[src/rtl/load_store_queue.sv]
`timescale 1ns/1ps
`default_nettype none
// ============================================================================
//  Module   : load_store_queue (with lsq_pkg)
//  Purpose  : In-order circular queue of memory operations sitting directly
//             upstream of the dmem read/write unit. Captures missing operands
//             from the CDB, computes the head effective address, and tracks
//             speculation under a single outstanding branch.
//  Ports    :
//    clk_i, reset_i          clock, asynchronous active-high reset
//    enq_*                   dispatch interface (valid/ready plus operands)
//    cdb_i                   common data bus (tag, val); tag NO_VAL = idle
//    br_resolve_i/correct_i  outstanding branch resolution
//    lsu_read_i              downstream pop of the head entry
//    lsu_*_o                 head entry presentation to the dmem unit
//  Revision : 1.0  initial release
// ============================================================================

package lsq_pkg;
  localparam int TAG_W = 6;
  typedef logic [TAG_W-1:0] rs_tag_t;
  // Tag value meaning "no producer outstanding, the value field is valid".
  localparam rs_tag_t NO_VAL = '0;
  typedef struct packed {
    rs_tag_t     tag;
    logic [31:0] val;
  } cdb_t;
endpackage

module load_store_queue
  import lsq_pkg::*;
#(
  parameter int DEPTH = 8
) (
  input  logic        clk_i,
  input  logic        reset_i,
  input  logic        enq_valid_i,
  output logic        enq_ready_o,
  input  logic        enq_load_i,
  input  rs_tag_t     enq_base_tag_i,
  input  logic [31:0] enq_base_val_i,
  input  logic [31:0] enq_offset_i,
  input  rs_tag_t     enq_data_tag_i,
  input  logic [31:0] enq_data_val_i,
  input  rs_tag_t     enq_ld_tag_i,
  input  logic        enq_spec_i,
  input  cdb_t        cdb_i,
  input  logic        br_resolve_i,
  input  logic        br_correct_i,
  input  logic        lsu_read_i,
  output logic        lsu_empty_o,
  output logic [31:0] lsu_eff_addr_o,
  output logic [31:0] lsu_st_data_o,
  output rs_tag_t     lsu_ld_tag_o,
  output logic        lsu_load_o,
  output logic        lsu_instr_ready_o,
  output logic        lsu_specultative_o,
  output logic        lsu_corr_pred_o
);

  localparam int c_ptr_w = (DEPTH > 1) ? $clog2(DEPTH) : 1;
  localparam int c_cnt_w = c_ptr_w + 1;

  typedef logic [c_ptr_w-1:0] ptr_t;
  typedef logic [c_cnt_w-1:0] cnt_t;

  // --------------------------------------------------------------------------
  // State
  // --------------------------------------------------------------------------
  ptr_t head_q, head_d;
  ptr_t tail_q, tail_d;
  cnt_t count_q, count_d;

  logic [DEPTH-1:0] valid_q, valid_d;
  logic [DEPTH-1:0] load_q, load_d;
  logic [DEPTH-1:0] spec_q, spec_d;
  logic [DEPTH-1:0] squash_q, squash_d;

  rs_tag_t     base_tag_q [DEPTH];
  rs_tag_t     base_tag_d [DEPTH];
  logic [31:0] base_val_q [DEPTH];
  logic [31:0] base_val_d [DEPTH];
  logic [31:0] offset_q   [DEPTH];
  logic [31:0] offset_d   [DEPTH];
  rs_tag_t     data_tag_q [DEPTH];
  rs_tag_t     data_tag_d [DEPTH];
  logic [31:0] data_val_q [DEPTH];
  logic [31:0] data_val_d [DEPTH];
  rs_tag_t     ld_tag_q   [DEPTH];
  rs_tag_t     ld_tag_d   [DEPTH];

  // --------------------------------------------------------------------------
  // Handshakes
  // --------------------------------------------------------------------------
  logic cdb_live;
  logic enq_fire;
  logic pop_fire;
  logic head_valid;

  assign cdb_live    = (cdb_i.tag != NO_VAL);
  // Readiness looks only at the registered count, so a same-cycle pop never
  // opens a slot for a same-cycle enqueue.
  assign enq_ready_o = (count_q != cnt_t'(DEPTH));
  assign enq_fire    = enq_valid_i & enq_ready_o;
  assign lsu_empty_o = (count_q == '0);
  assign head_valid  = valid_q[head_q] & ~lsu_empty_o;
  assign pop_fire    = lsu_read_i & ~lsu_empty_o & lsu_instr_ready_o;

  // --------------------------------------------------------------------------
  // Enqueue operand bypass: a tag broadcast on the CDB in the same cycle as
  // dispatch is stored already captured, otherwise it would be missed.
  // --------------------------------------------------------------------------
  rs_tag_t     enq_base_tag;
  logic [31:0] enq_base_val;
  rs_tag_t     enq_data_tag;
  logic [31:0] enq_data_val;

  always_comb begin
    enq_base_tag = enq_base_tag_i;
    enq_base_val = enq_base_val_i;
    enq_data_tag = enq_data_tag_i;
    enq_data_val = enq_data_val_i;
    if (cdb_live && (enq_base_tag_i == cdb_i.tag)) begin
      enq_base_tag = NO_VAL;
      enq_base_val = cdb_i.val;
    end
    if (enq_load_i) begin
      // Loads carry no store data; never let them wait on it.
      enq_data_tag = NO_VAL;
    end else if (cdb_live && (enq_data_tag_i == cdb_i.tag)) begin
      enq_data_tag = NO_VAL;
      enq_data_val = cdb_i.val;
    end
  end

  // --------------------------------------------------------------------------
  // Per-entry next state
  // --------------------------------------------------------------------------
  always_comb begin
    valid_d    = valid_q;
    load_d     = load_q;
    spec_d     = spec_q;
    squash_d   = squash_q;
    base_tag_d = base_tag_q;
    base_val_d = base_val_q;
    offset_d   = offset_q;
    data_tag_d = data_tag_q;
    data_val_d = data_val_q;
    ld_tag_d   = ld_tag_q;

    for (int i = 0; i < DEPTH; i++) begin
      // Operand capture from the CDB.
      if (valid_q[i] && cdb_live) begin
        if (base_tag_q[i] == cdb_i.tag) begin
          base_tag_d[i] = NO_VAL;
          base_val_d[i] = cdb_i.val;
        end
        if (data_tag_q[i] == cdb_i.tag) begin
          data_tag_d[i] = NO_VAL;
          data_val_d[i] = cdb_i.val;
        end
      end

      // Branch resolution; the entry leaving this cycle is left alone.
      if (valid_q[i] && br_resolve_i && !(pop_fire && (ptr_t'(i) == head_q))) begin
        if (br_correct_i) begin
          spec_d[i] = 1'b0;
        end else if (spec_q[i]) begin
          squash_d[i] = 1'b1;
        end
      end

      // Pop invalidates the head slot.
      if (pop_fire && (ptr_t'(i) == head_q)) begin
        valid_d[i]  = 1'b0;
        spec_d[i]   = 1'b0;
        squash_d[i] = 1'b0;
      end

      // Enqueue writes the tail slot. It cannot alias the popped slot: head
      // equals tail only when the queue is empty (no pop) or full (no enq).
      if (enq_fire && (ptr_t'(i) == tail_q)) begin
        valid_d[i]    = 1'b1;
        load_d[i]     = enq_load_i;
        spec_d[i]     = enq_spec_i;
        squash_d[i]   = 1'b0;
        base_tag_d[i] = enq_base_tag;
        base_val_d[i] = enq_base_val;
        offset_d[i]   = enq_offset_i;
        data_tag_d[i] = enq_data_tag;
        data_val_d[i] = enq_data_val;
        ld_tag_d[i]   = enq_ld_tag_i;
      end
    end
  end

  // --------------------------------------------------------------------------
  // Pointers and occupancy (power-of-two depth, pointers wrap naturally)
  // --------------------------------------------------------------------------
  always_comb begin
    head_d  = pop_fire ? (head_q + ptr_t'(1)) : head_q;
    tail_d  = enq_fire ? (tail_q + ptr_t'(1)) : tail_q;
    count_d = count_q;
    case ({enq_fire, pop_fire})
      2'b10:   count_d = count_q + cnt_t'(1);
      2'b01:   count_d = count_q - cnt_t'(1);
      default: count_d = count_q;
    endcase
  end

  // --------------------------------------------------------------------------
  // Registers
  // --------------------------------------------------------------------------
  always_ff @(posedge clk_i or posedge reset_i) begin
    if (reset_i) begin
      head_q   <= '0;
      tail_q   <= '0;
      count_q  <= '0;
      valid_q  <= '0;
      load_q   <= '0;
      spec_q   <= '0;
      squash_q <= '0;
      for (int i = 0; i < DEPTH; i++) begin
        base_tag_q[i] <= NO_VAL;
        base_val_q[i] <= '0;
        offset_q[i]   <= '0;
        data_tag_q[i] <= NO_VAL;
        data_val_q[i] <= '0;
        ld_tag_q[i]   <= NO_VAL;
      end
    end else begin
      head_q     <= head_d;
      tail_q     <= tail_d;
      count_q    <= count_d;
      valid_q    <= valid_d;
      load_q     <= load_d;
      spec_q     <= spec_d;
      squash_q   <= squash_d;
      base_tag_q <= base_tag_d;
      base_val_q <= base_val_d;
      offset_q   <= offset_d;
      data_tag_q <= data_tag_d;
      data_val_q <= data_val_d;
      ld_tag_q   <= ld_tag_d;
    end
  end

  // --------------------------------------------------------------------------
  // Head presentation. A squashed head is ready regardless of operands so it
  // can drain; an unsquashed speculative head waits for the branch.
  // --------------------------------------------------------------------------
  always_comb begin
    lsu_eff_addr_o     = '0;
    lsu_st_data_o      = '0;
    lsu_ld_tag_o       = NO_VAL;
    lsu_load_o         = 1'b0;
    lsu_instr_ready_o  = 1'b0;
    lsu_specultative_o = 1'b0;
    lsu_corr_pred_o    = 1'b1;
    if (head_valid) begin
      lsu_eff_addr_o     = base_val_q[head_q] + offset_q[head_q];
      lsu_st_data_o      = data_val_q[head_q];
      lsu_ld_tag_o       = ld_tag_q[head_q];
      lsu_load_o         = load_q[head_q];
      lsu_specultative_o = spec_q[head_q];
      lsu_corr_pred_o    = ~squash_q[head_q];
      lsu_instr_ready_o  = squash_q[head_q] |
                           (~spec_q[head_q] &
                            (base_tag_q[head_q] == NO_VAL) &
                            (load_q[head_q] | (data_tag_q[head_q] == NO_VAL)));
    end
  end

endmodule

`default_nettype wire

[config.mk]
export PLATFORM = sky130hd
export DESIGN_NAME = load_store_queue
export DESIGN_NICKNAME = d
export VERILOG_FILES = /design/src/rtl/load_store_queue.sv
export SDC_FILE = /design/constraint.sdc
export NUM_CORES = 2
export LEC_CHECK = 0
export CORE_ASPECT_RATIO = 0.5
export CORE_MARGIN = 2
export CORE_UTILIZATION = 61
export CTS_CLUSTER_SIZE = 12
export DETAILED_ROUTE_END_ITERATION = 10
export PLACE_DENSITY_LB_ADDON = 0.2
export SETUP_SLACK_MARGIN = 0.15
export SLEW_MARGIN = 20
export SYNTH_ARGS = -nofsm -noshare
export SYNTH_HDL_FRONTEND = slang
export SYNTH_SLANG_ARGS = --single-unit
[constraint.sdc]
create_clock -name clk_i -period 40.7 [get_ports clk_i]
set_input_delay 6.105 -clock clk_i [delete_from_list [all_inputs] [get_ports clk_i]]
set_output_delay 6.105 -clock clk_i [all_outputs]
set_load 0.02 [all_outputs]
==> results.json <==
{
  "syn-num-nets": 5228,
  "slew_headroom": 0.166,
  "drt-initial-drc-count": 4967,
  "cts_tree": "done",
  "cp.required_ns": 34.59,
  "fmax_mhz": 69.8,
  "final_max_slew_viol_count": 0,
  "design.core.area_um2": 79600,
  "syn_to_final_growth_pct": 10.5,
  "reg2reg_from": "head_q[0]",
  "post-cts-setup-buffer-count": 0,
  "status": "finished, final reports clean",
  "path_clk_slew_ns": 0.06,
  "seqPwrFrac": 0.326,
  "clk_latency_ns": 0.69,
  "r2r_cells": 14,
  "finalCriticalPeriod_ns": 14.33,
  "place_congestion": 0.953,
  "ys_seq_elements": 954,
  "min-delay-start": "offset_q[62]",
  "first_global_vias": 40900,
  "vdd.ir_drop.worst_mv": 0.0710,
  "die_area_um2": 83000,
  "grt_max_degree": 150,
  "cp.arrival_ns": 8.22,
  "ant_nets": 0,
  "drt-pass1-iter-count": 7,
  "portBuffers": 235,
  "hold_viol": 0,
  "grt_setup_unrepaired": "false",
  "netlist_area_um2": 49200,
  "hold_depth": 2,
  "p_leak_nw": 23.1,
  "preCtsSetupSlack_ns": 27.10,
  "vias": 40700,
  "p_sw_frac": 0.425,
  "cts_max_path_buffers": 3,
  "placed_cells": 5988,
  "drive_gt1_frac": 0.109,
  "worstSetupEndpointType": "output port",
  "fin_nets": 5205,
  "layout_setup_ws_ns": 26.37,
  "reg2reg_to": "count_q[3]",
  "switching_power_mw": 2.20,
  "worstSetupPathType": "reg2out",
  "placementRows": 73,
  "drv_cap": 0,
  "postCtsHoldBufs": 0,
  "die_x_um": 405,
  "p_int_mw": 2.98,
  "cts_root_buf": "clkbuf_16",
  "setup_tns_ns": 0,
  "fin_crit_sh": 0.352,
  "fin_worst_skew_ns": 0.0235,
  "hold_path_end": "offset_q[62]",
  "grt-ovfl-total": 0,
  "ys_seq_area_frac": 0.486,
  "cp_max_fo": 79,
  "clock-sinks": 954,
  "syn_area_per_cell_um2": 9.79,
  "synth_cell_types": 73,
  "synth-main-ff-cell": "dfrtp_1",
  "power_density_nw_per_um2": 95.5,
  "grt.total_usage": 0.387,
  "pwr-share-comb": 0.524,
  "tightest_slew_ns": 1.25,
  "numCtsBuffers": 91,
  "grt_antenna_before_repair": 10,
  "instances_no_fill": 6115,
  "clkPwrFrac": 0.150,
  "setup_viol": 0,
  "startpoint_type": "register",
  "fp.dieH_um": 205,
  "vias_per_cell": 6.65,
  "wl_per_cell_um": 26.0,
  "dpl.hpwl_um": 94100,
  "synth_edf_count": 0,
  "hp-class": "reg2reg",
  "htree_levels": 3,
  "wl_um": 159000,
  "grt_pass1_wl_um": 243000,
  "async_reset_ff_frac": 1.00,
  "drc_errors": 0,
  "reg2reg_slack_ns": 34.36,
  "syn_inst": 5020,
  "start_util": 0.617,
  "ios": 236,
  "yosys_warnings": 0,
  "postCtsResizedCells": 0
}
[registers in the layout, summed over array words and instances (netlist names), 8 cells and up]
signal      flops
ld_tag_q       48
offset_q      256
squash_q        8
data_tag_q     48
load_q          8
valid_q         8
base_val_q    256
base_tag_q     48
spec_q          8
data_val_q    256
[Yosys cell counts (all sizes together), types with 6 or more instances]
| library cell | instances | area, µm² |
|---|---|---|
| nand2 | 1359 | 5110 |
| dfrtp | 954 | 23900 |
| nor2 | 383 | 1440 |
| o21ai | 341 | 1710 |
| o22ai | 306 | 1910 |
| mux2i | 260 | 2600 |
| buf | 214 | 1080 |
| mux4 | 212 | 4790 |
| clkbuf | 200 | 775 |
| a21oi | 175 | 880 |
| mux2 | 110 | 1240 |
| inv | 96 | 360 |
| xnor2 | 81 | 709 |
| xor2 | 53 | 464 |
| ha | 46 | 576 |
| nor4 | 36 | 290 |
| nand4 | 28 | 175 |
| nand3 | 21 | 105 |
| nor3 | 20 | 100 |
| and3 | 16 | 100 |
| a211oi | 10 | 80.1 |
| a21o | 10 | 75.1 |
| a31oi | 10 | 62.6 |
| or2 | 9 | 56.3 |
| and2 | 8 | 50.1 |
| nand4b | 6 | 52.6 |
| o21a | 6 | 45.0 |
[cell type report]
cell class | instances | area (µm²)
Clock buffer | 113 | 2470
Sequential cell | 954 | 23900
Antenna cell | 7 | 17.5
Clock inverter | 4 | 26.3
Tap cell | 1087 | 1360
Fill cell | 6061 | 25300
Multi-Input combinational cell | 3556 | 23300
Inverter | 96 | 370
Timing Repair Buffer | 298 | 2910
[worst max-delay path by stage]
stage                          from                  to  slack [ns]  depth (start not counted)
final                     head_q[0]  lsu_eff_addr_o[30]       26.37                         17
after global routing      head_q[0]  lsu_eff_addr_o[30]       26.01                         17
after CTS                 head_q[0]  lsu_eff_addr_o[30]       26.38                         17
after detailed placement  head_q[0]  lsu_eff_addr_o[30]       27.10                         17
after global placement    head_q[0]  lsu_eff_addr_o[31]       27.33                         16
after floorplan             reset_i       base_tag_q[0]        7.76                          1
[cells in the final DEF, fill, tap and decap left out, types with 46 or more instances in the layout]
cell type	n
o22ai_1	306
dfrtp_1	951
mux4_2	207
nand2_1	1343
clkdlybuf4s50_1	233
o21ai_0	330
xor2_1	53
nor2_1	380
a21oi_1	171
ha_1	46
inv_1	94
clkbuf_16	95
buf_4	52
mux2_2	110
xnor2_1	81
mux2i_1	260
[critical path, stage by stage, from the launching register on]
cell             delay [ns]
dfrtp_4                0.71
buf_4                  0.66
buf_4                  0.85
buf_12                 0.63
mux4_2                 0.59
nand2_1                0.09
nand2_1                0.11
ha_1                   0.24
fa_1                   0.47
a21oi_1                0.23
o22ai_1                0.21
a31oi_1                0.59
o31a_1                 0.43
o31ai_1                0.20
a2111oi_0              0.49
o21ai_0                0.21
mux2i_1                0.18
clkdlybuf4s50_1        0.61
[stage by stage]
step | total power, mW | hold slack (ns) | util | cell area [µm²]
2_1_floorplan | 3.45 | 0.440 | - | 49200
3_3_place_gp | 4.23 | 0.452 | 0.649 | 51700
3_5_place_dp | 4.34 | 0.457 | 0.649 | 51700
4_1_cts | 5.12 | 0.473 | 0.681 | 54200
5_1_grt | 5.47 | 0.488 | 0.682 | 54300
6_report | 5.19 | 0.471 | 0.682 | 54300
[routing by layer]
layer  share of wire  track usage  vias up
met1            0.38        0.521    20300
met5         0.00025      0.00292        -
met4           0.046        0.181        4
li1                -            -    17200
met3            0.13        0.114      499
met2            0.44        0.585     2673
[power by group through the flow]
stage / combinational, mW / clock (mW) / sequential, mW
final: 2.72 / 0.780 / 1.69
after global routing: 2.92 / 0.820 / 1.74
after floorplan: 1.86 / 0 / 1.59
after CTS: 2.66 / 0.782 / 1.68
after global placement: 2.57 / 0 / 1.67
after detailed placement: 2.64 / 0 / 1.70
[kinds of logic (layout without fill, tap and decap cells)]
group	Yosys count	after routing	share of synthesized area
compound gates	888	888	0.102
xor+xnor	134	134	0.0239
fa+ha+maj	48	48	0.0125
buf+inv	510	511	0.0451
flops	954	954	0.486
mux	582	582	0.176
other cells	0	7	0
simple gates	1904	1904	0.155
(Power assumes the default switching activity.)
